<file path="src/rtl/group_scheduler.sv">
// -----------------------------------------------------------------------------
// group_scheduler
//
// Round-robin scheduler for the top level of the hierarchical pixel-group
// arbiter. One requesting group is granted at a time through a one-hot enable
// map. The grant is held until the group releases or a watchdog expires. Each
// released grant is reported downstream as an (x, y, timestamp) event over a
// valid/ready handshake.
//
// Ports:
//   clk_i          system clock
//   reset_i        asynchronous active-low reset
//   grp_req_i      [GRP_ROWS][GRP_COLS] group request map
//   grp_release_i  release from the currently enabled group
//   enable_o       [GRP_ROWS][GRP_COLS] one-hot-or-zero enable map
//   grp_x_o        column of the granted/reported group
//   grp_y_o        row of the granted/reported group
//   ts_o           timestamp captured in the selection cycle
//   evt_valid_o    event valid
//   evt_ready_i    downstream ready
//   busy_o         high whenever the FSM is not idle
//   timeout_o      one-cycle pulse when the watchdog revokes a grant
// -----------------------------------------------------------------------------
module group_scheduler #(
    parameter int GRP_ROWS = 4,
    parameter int GRP_COLS = 4,
    parameter int ADDR_W   = 2,
    parameter int TS_W     = 16,
    parameter int TIMEOUT  = 15
) (
    input  logic                               clk_i,
    input  logic                               reset_i,
    input  logic [GRP_ROWS-1:0][GRP_COLS-1:0]  grp_req_i,
    input  logic                               grp_release_i,
    output logic [GRP_ROWS-1:0][GRP_COLS-1:0]  enable_o,
    output logic [ADDR_W-1:0]                  grp_x_o,
    output logic [ADDR_W-1:0]                  grp_y_o,
    output logic [TS_W-1:0]                    ts_o,
    output logic                               evt_valid_o,
    input  logic                               evt_ready_i,
    output logic                               busy_o,
    output logic                               timeout_o
);

    localparam int N      = GRP_ROWS * GRP_COLS;
    localparam int IDX_W  = (N > 1) ? $clog2(N) : 1;
    localparam int HOLD_W = (TIMEOUT > 1) ? $clog2(TIMEOUT) : 1;

    typedef enum logic [1:0] {
        IDLE   = 2'd0,
        GRANT  = 2'd1,
        REPORT = 2'd2
    } state_t;

    state_t              state_reg, state_next;
    logic [IDX_W-1:0]    ptr_reg, ptr_next;
    logic [IDX_W-1:0]    grant_idx_reg, grant_idx_next;
    logic [HOLD_W-1:0]   hold_cnt_reg, hold_cnt_next;
    logic [TS_W-1:0]     ts_cnt_reg;
    logic [N-1:0]        enable_reg, enable_next;
    logic [ADDR_W-1:0]   x_reg, x_next;
    logic [ADDR_W-1:0]   y_reg, y_next;
    logic [TS_W-1:0]     ts_reg, ts_next;
    logic                valid_reg, valid_next;
    logic                busy_reg, busy_next;
    logic                timeout_reg, timeout_next;

    // Flat views of the 2-D maps: bit index = row*GRP_COLS + col.
    logic [N-1:0] req_flat;

    genvar gi, gj;
    generate
        for (gi = 0; gi < GRP_ROWS; gi++) begin : g_row
            for (gj = 0; gj < GRP_COLS; gj++) begin : g_col
                assign req_flat[gi*GRP_COLS + gj] = grp_req_i[gi][gj];
                assign enable_o[gi][gj]           = enable_reg[gi*GRP_COLS + gj];
            end
        end
    endgenerate

    // Round-robin pick: first set request scanning from ptr upwards, wrapping.
    logic             sel_found;
    logic [IDX_W-1:0] sel_idx;
    logic [IDX_W-1:0] cand_idx;
    int               cand;

    always_comb begin
        sel_found = 1'b0;
        sel_idx   = '0;
        cand      = 0;
        cand_idx  = '0;
        for (int k = 0; k < N; k++) begin
            cand = int'(ptr_reg) + k;
            if (cand >= N) begin
                cand = cand - N;
            end
            cand_idx = IDX_W'(cand);
            if (!sel_found && req_flat[cand_idx]) begin
                sel_found = 1'b1;
                sel_idx   = cand_idx;
            end
        end
    end

    logic [ADDR_W-1:0] sel_col;
    logic [ADDR_W-1:0] sel_row;
    logic [IDX_W-1:0]  ptr_after_grant;

    assign sel_col         = ADDR_W'(int'(sel_idx) % GRP_COLS);
    assign sel_row         = ADDR_W'(int'(sel_idx) / GRP_COLS);
    assign ptr_after_grant = (grant_idx_reg == IDX_W'(N-1)) ? '0 : grant_idx_reg + 1'b1;

    always_comb begin
        state_next     = state_reg;
        ptr_next       = ptr_reg;
        grant_idx_next = grant_idx_reg;
        hold_cnt_next  = hold_cnt_reg;
        enable_next    = enable_reg;
        x_next         = x_reg;
        y_next         = y_reg;
        ts_next        = ts_reg;
        valid_next     = valid_reg;
        timeout_next   = 1'b0;

        case (state_reg)
            IDLE: begin
                enable_next = '0;
                valid_next  = 1'b0;
                if (sel_found) begin
                    state_next           = GRANT;
                    enable_next[sel_idx] = 1'b1;
                    x_next               = sel_col;
                    y_next               = sel_row;
                    ts_next              = ts_cnt_reg;
                    hold_cnt_next        = '0;
                    grant_idx_next       = sel_idx;
                end
            end
            GRANT: begin
                // Release takes priority over a watchdog expiring in the same cycle.
                if (grp_release_i) begin
                    state_next  = REPORT;
                    enable_next = '0;
                    valid_next  = 1'b1;
                end else if (hold_cnt_reg == HOLD_W'(TIMEOUT-1)) begin
                    state_next   = IDLE;
                    enable_next  = '0;
                    timeout_next = 1'b1;
                    ptr_next     = ptr_after_grant;
                end else begin
                    hold_cnt_next = hold_cnt_reg + 1'b1;
                end
            end
            REPORT: begin
                if (valid_reg && evt_ready_i) begin
                    state_next = IDLE;
                    valid_next = 1'b0;
                    ptr_next   = ptr_after_grant;
                end
            end
            default: begin
                state_next  = IDLE;
                enable_next = '0;
                valid_next  = 1'b0;
            end
        endcase

        busy_next = (state_next != IDLE);
    end

    always_ff @(posedge clk_i or negedge reset_i) begin
        if (!reset_i) begin
            state_reg     <= IDLE;
            ptr_reg       <= '0;
            grant_idx_reg <= '0;
            hold_cnt_reg  <= '0;
            ts_cnt_reg    <= '0;
            enable_reg    <= '0;
            x_reg         <= '0;
            y_reg         <= '0;
            ts_reg        <= '0;
            valid_reg     <= 1'b0;
            busy_reg      <= 1'b0;
            timeout_reg   <= 1'b0;
        end else begin
            state_reg     <= state_next;
            ptr_reg       <= ptr_next;
            grant_idx_reg <= grant_idx_next;
            hold_cnt_reg  <= hold_cnt_next;
            ts_cnt_reg    <= ts_cnt_reg + 1'b1;
            enable_reg    <= enable_next;
            x_reg         <= x_next;
            y_reg         <= y_next;
            ts_reg        <= ts_next;
            valid_reg     <= valid_next;
            busy_reg      <= busy_next;
            timeout_reg   <= timeout_next;
        end
    end

    assign grp_x_o     = x_reg;
    assign grp_y_o     = y_reg;
    assign ts_o        = ts_reg;
    assign evt_valid_o = valid_reg;
    assign busy_o      = busy_reg;
    assign timeout_o   = timeout_reg;

endmodule

</file>
<file path="config.mk">
export PLATFORM = sky130hd
export DESIGN_NAME = group_scheduler
export DESIGN_NICKNAME = d
export VERILOG_FILES = /design/src/rtl/group_scheduler.sv
export SDC_FILE = /design/constraint.sdc
export NUM_CORES = 1
export LEC_CHECK = 0
export CAP_MARGIN = 10
export CORE_UTILIZATION = 55
export CTS_CLUSTER_DIAMETER = 60
export CTS_CLUSTER_SIZE = 8
export DETAILED_ROUTE_END_ITERATION = 12
export GPL_ROUTABILITY_DRIVEN = 0
export GPL_TIMING_DRIVEN = 0
export MAX_ROUTING_LAYER = met4
export PLACE_DENSITY_LB_ADDON = 0.2
export SLEW_MARGIN = 25
export SYNTH_ARGS = -nofsm -noshare
export SYNTH_HDL_FRONTEND = slang
export SYNTH_SLANG_ARGS = --single-unit
</file>
<file path="constraint.sdc">
create_clock -name clk_i -period 5.7 [get_ports clk_i]
set_input_delay 0.57 -clock clk_i [delete_from_list [all_inputs] [get_ports clk_i]]
set_output_delay 0.57 -clock clk_i [all_outputs]
set_load 0.05 [all_outputs]
</file>
Yosys cells after proc, flatten, opt, wreduce, memory -nomap -nowiden

Index checks and enable logic that the tools add are counted.
Widths: inputs -> output; s select.

Output and inout port bits: 39
Logic and storage cells: 239
Bits in registers: 69
Input port bits: 20

$add $sub $neg: 34
$lt $le $gt $ge: 34
Muxes and demuxes: 106
Bitwise operators: 1
Equality and inequality tests: 11
Reductions and logical operators: 41

Operators by type and width:

| cell                  | count |
|---|---|
| $mux 4                | 39 |
| $lt 4x5->1 const B    | 17 |
| $ge 5x5->1 const B    | 15 |
| $bmux 1 s4            | 16 |
| $sub 4x1->4 const B   | 16 |
| $mux 16               | 3 |
| $pmux 16 s3           | 1 |
| $add 4x4->5 const B   | 8 |
| $mux 1                | 38 |
| $add 4x3->5 const B   | 4 |
| $logic_and 1x1->1     | 17 |
| $add 16x1->16 const B | 1 |
| $pmux 4 s2            | 2 |
| $logic_not 1->1       | 15 |
| $ne 2x2->1 const B    | 6 |
| $add 4x2->5 const B   | 2 |
| $add 4x1->4 const B   | 2 |
| $eq 4x4->1 const B    | 2 |
| $mux 2                | 4 |
| $reduce_and 4->1      | 2 |
| $pmux 2 s3            | 1 |
| $reduce_and 2->1      | 3 |
| $reduce_bool 2->1     | 3 |
| $add 4x1->5 const B   | 1 |
| 9 further kinds       | 9 |

Logic depth before layout (Yosys ltp)

Depth in word-level cells: 56
Mapped depth: 18
Depth with buffers taken out: 11

Worst setup path before layout

No wires, ideal clock.

Kind: register -> register
Start point: register ptr_reg[0]
End point: register enable_reg[10] (netlist: enable_o[10])
Setup time: 110 ps
Cell stages (with the launch flop): 17
Path slack: 901 ps
Data required time: 5,590 ps
Arrival time: 4,689 ps
Clock period less this slack: 4,799 ps
Buffers on the path: 5
Cells stage by stage: dfrtp_1 buf_2 buf_4 inv_1 buf_2 ha_1 clkbuf_1 clkbuf_1 mux4_2 mux2i_1 mux2i_1 nor3_1 and2_1 a221oi_1 a2111oi_0 o21ai_1 o41ai_1

Word-level cells in the longest chain between the ends: 56
Elaborated cells between the ends (all ways): 164
Those cells by class: add/sub: 31; order compare: 18; mux: 84; reduce/logical: 31

Ends and longest elaborated chain:

| element                                              | line | text |
|---|---|---|
| from (decl)                                          | 56   | `logic [IDX_W-1:0] ptr_reg, ptr_next;` |
| from (signal assigned)                               | 187  | `ptr_reg <= ptr_next;` |
| branches (longest 54 deep; another with $add 4x1->5) | --   |  |
| $mux 16 (*)                                          | 129  | `if (sel_found) begin` |
| $pmux 16 s3 (*)                                      | 125  | `case (state_reg)` |
| to (signal assigned)                                 | 191  | `enable_reg <= enable_next;` |
| to (decl)                                            | 60   | `logic [N-1:0] enable_reg, enable_next;` |

Every way passes the cells marked *. The select of a mux whose other input is x is not followed.
A chain may end at the register's enable or synchronous reset.

Worst setup path in the final report

Start point: register ptr_reg[0]
End point: register ts_reg[14] (netlist: ts_o[14])

Word-level cells in the longest chain between the ends: 51
Elaborated cells between the ends (all ways): 142
Those cells by class: add/sub: 31; order compare: 16; mux: 64; reduce/logical: 31

Ends and longest elaborated chain:

| element                                              | line | text |
|---|---|---|
| branches (longest 49 deep; another with $add 4x1->5) | --   |  |
| $mux 1 (*)                                           | 98   | `if (!sel_found && req_flat[cand_idx]) begin` |
| $reduce_and 2->1 (no line) (*)                       | --   |  |
| to (signal assigned)                                 | 194  | `ts_reg <= ts_next;` |
| to (decl)                                            | 63   | `logic [TS_W-1:0] ts_reg, ts_next;` |

Marks and branches as above.

==> flow_summary.toml <==
[global_route]
grt-ovfl-total = 0
antenna_found_initial = 0
track_usage_pct = 31.8
grt_max_degree = 55
grt_pass1_wl_um = 24200
grt_pass1_vias = 4855

[routing]
dr_wl_met3_um = 1360
routed.top_layer = "met4"
drtIter0Drc = 564
avgRoutedWirePerCell_um = 19.2
antenna_left = 0
drt-met1-wl_um = 6050
drc = 0
via_count = 4982
met2_wirelength_um = 7140
drt_pre_antenna_iters = 5
via_per_inst = 6.42
drt-total-wl_um = 14900

[worst_hold_path]
hold_path.class = "in2async"

[floorplan]
core_um2 = 9280
die_y_um = 100
die_width_um = 100
fp-row-count = 35
die_area_um2 = 10000
ios = 59
initial_core_util_pct = 57.1

[timing]
min_period_ns = 5.43
finalHoldViolations = 0
finalCritPeriodShare_pct = 95.3
worst_slew_pin_slew_ns = 1.07
fin_hold_ws_ns = 0.0594
slew_viol_final = 0
finClkSkew_ns = 0.0120
maxSlewHeadroom_pct = 27.8
setup_viol = 0
timing.fmax_mhz = 184

[layout]
antenna_cells = 0
area_delta_synth_final_pct = 20.6
fin_util_pct = 68.8
drive_gt1_share_pct = 18.9
final_net_count = 673

[clock_tree]
clk_pin_slew_ns = 0.08
cts_tree = "built"
clkLatencyLatePin_ns = 0.34
cts.path.max_buffers = 2
clkSinkCount = 65
h-tree-depth = 3
cts_buffers = 9
clockRootBuffer = "clkbuf_8"
cts_hold_buffers = 0

[synthesis]
synth-edff-count = 0
yosysUniqueCellTypes = 69
synth_ff_type = "dfrtp_1"
syn_inst = 567
syn_area_per_cell_um2 = 9.35
synthesis.area_um2 = 5300
ys_seq_elements = 65
yosysWarnings = 0
async_flop_share_pct = 100
synthesis.nets = 598
seq_area_frac_synth_pct = 30.7

[run]
drv_cap = 0

[worst_setup_path]
worstSetupStartpointType = "flop"
worstPathRequired_ns = 5.93
worstSetupPathType = "reg2reg"
endpoint_kind = "flop"
path_max_fanout = 10
critPathArrivalTime_ns = 5.66

[place]
port-buffer-count = 58
dp_hpwl_um = 10900

[outcome]
status = "finished, final reports clean"
worst max-delay path, cell delays in order, from the launching register on:
cell and delay (ns):
dfrtp_1 0.49, buf_4 0.26, buf_4 0.20, inv_1 0.06
buf_2 0.19, ha_1 0.29, clkbuf_1 0.20, clkbuf_4 0.28
mux2_2 0.37, mux4_2 0.52, a222oi_1 0.39, buf_4 0.19
buf_2 0.21, nand4_1 0.11, buf_4 0.21, nor4_4 0.31
a311o_1 0.32, clkinvlp_4 0.24, clkbuf_1 0.27, nand2_1 0.13
nand2_1 0.06
worst paths after layout:
path	startpoint	endpoint	slack (ns)	cells after the start
hold / removal	reset_i	enable_o[12]$_DFFE_PN0P_	0.06	1
hold reg to reg	enable_o[9]$_DFFE_PN0P_	enable_o[9]$_DFFE_PN0P_	0.48	2
min in group clk_i	enable_o[9]$_DFFE_PN0P_	enable_o[9]$_DFFE_PN0P_	0.48	2
setup / recovery	ptr_reg[0]$_DFFE_PN0P_	ts_o[14]$_DFFE_PN0P_	0.27	20
setup reg to reg	ptr_reg[0]$_DFFE_PN0P_	ts_o[14]$_DFFE_PN0P_	0.27	20
max in group asynchronous	reset_i	ptr_reg[3]$_DFFE_PN0P_	5.13	2
per-stage QoR:
stage | setup slack (ns) | cells | instance area (um^2) | TNS [ns]
3_3_place_gp | -0.311 | 754 | 6040 | -2.59
2_1_floorplan | 0.901 | 567 | 5300 | 0
4_1_cts | 0.0386 | 772 | 6320 | 0
5_1_grt | -0.0175 | 776 | 6390 | -0.0225
3_5_place_dp | -0.440 | 755 | 6070 | -3.83
6_report | 0.269 | 776 | 6390 | 0
placed cells by master (no fill, tap or decap), types with 5 or more instances in the layout:
cell type | synthesis | final
dfrtp_1 | 65 | 65
a21oi_1 | 13 | 13
buf_2 | 13 | 12
o211ai_1 | 5 | 5
o41ai_1 | 10 | 10
or2_2 | 5 | 5
nand3_1 | 13 | 13
ha_1 | 11 | 11
and3_1 | 7 | 7
buf_4 | 1 | 8
mux2i_1 | 28 | 28
o31ai_1 | 5 | 5
clkbuf_1 | 8 | 6
nor3_1 | 13 | 12
nand2b_1 | 6 | 6
a21boi_0 | 5 | 5
a31oi_1 | 5 | 5
xor2_1 | 9 | 9
nand2_1 | 113 | 113
clkbuf_8 | 0 | 10
mux2_2 | 25 | 25
xnor2_1 | 20 | 20
a211oi_1 | 7 | 6
o21ai_0 | 29 | 28
nand4_1 | 8 | 8
clkdlybuf4s50_1 | 0 | 57
inv_1 | 16 | 16
mux4_2 | 25 | 25
nor2_1 | 27 | 26
cells in the mapped netlist, types with 6 or more instances:
| master | instances | area (um^2) |
|---|---|---|
| nand2_1 | 113 | 424 |
| and3_1 | 7 | 43.8 |
| ha_1 | 11 | 138 |
| nor2_1 | 27 | 101 |
| mux2i_1 | 28 | 280 |
| xnor2_1 | 20 | 175 |
| dfrtp_1 | 65 | 1630 |
| nor3_1 | 13 | 65.1 |
| nor4_1 | 6 | 37.5 |
| nand2b_1 | 6 | 37.5 |
| a21oi_1 | 13 | 65.1 |
| clkbuf_1 | 8 | 30.0 |
| nand4_1 | 8 | 50.1 |
| buf_2 | 13 | 65.1 |
| nand3_1 | 13 | 65.1 |
| a211oi_1 | 7 | 52.6 |
| o21ai_0 | 29 | 145 |
| mux4_2 | 25 | 563 |
| inv_1 | 16 | 60.1 |
| xor2_1 | 9 | 78.8 |
| mux2_2 | 25 | 282 |
| o41ai_1 | 10 | 87.6 |
cell families after synthesis:
| logic type | share of synthesized area (%) |
|---|---|
| buf+inv | 4.37 |
| fa+ha+maj | 2.60 |
| simple gates | 19.4 |
| mux | 22.5 |
| flops | 30.7 |
| xor+xnor | 4.79 |
| compound gates | 15.7 |
final cells by class:
class                      instances  area, um^2
buffer                            28         173
clock buffer                      10         138
clock inverter                     6        72.6
fill                             725        2900
inverter                          18        72.6
multi-input combinational        456        3500
sequential                        65        1630
tap                              129         161
timing repair buffer              64         643
what timing repair did:
action / CTS / global route
pin swaps: 1 / 1
resized for setup: 10 / 10
setup endpoints to repair: 37 / 41
setup buffers: 1 / 4
cloned: 0 / 0
metal layers:
| layer | up-vias | track usage, % |
|---|---|---|
| li1 | 2250 | - |
| met1 | 2393 | 41.2 |
| met2 | 291 | 49.2 |
| met3 | 48 | 7.10 |
| met4 | 0 | 12.0 |
| met5 | - | - |
Power is not shown: default switching activity piles up to over one toggle a cycle in this logic, so the estimate is an artifact.
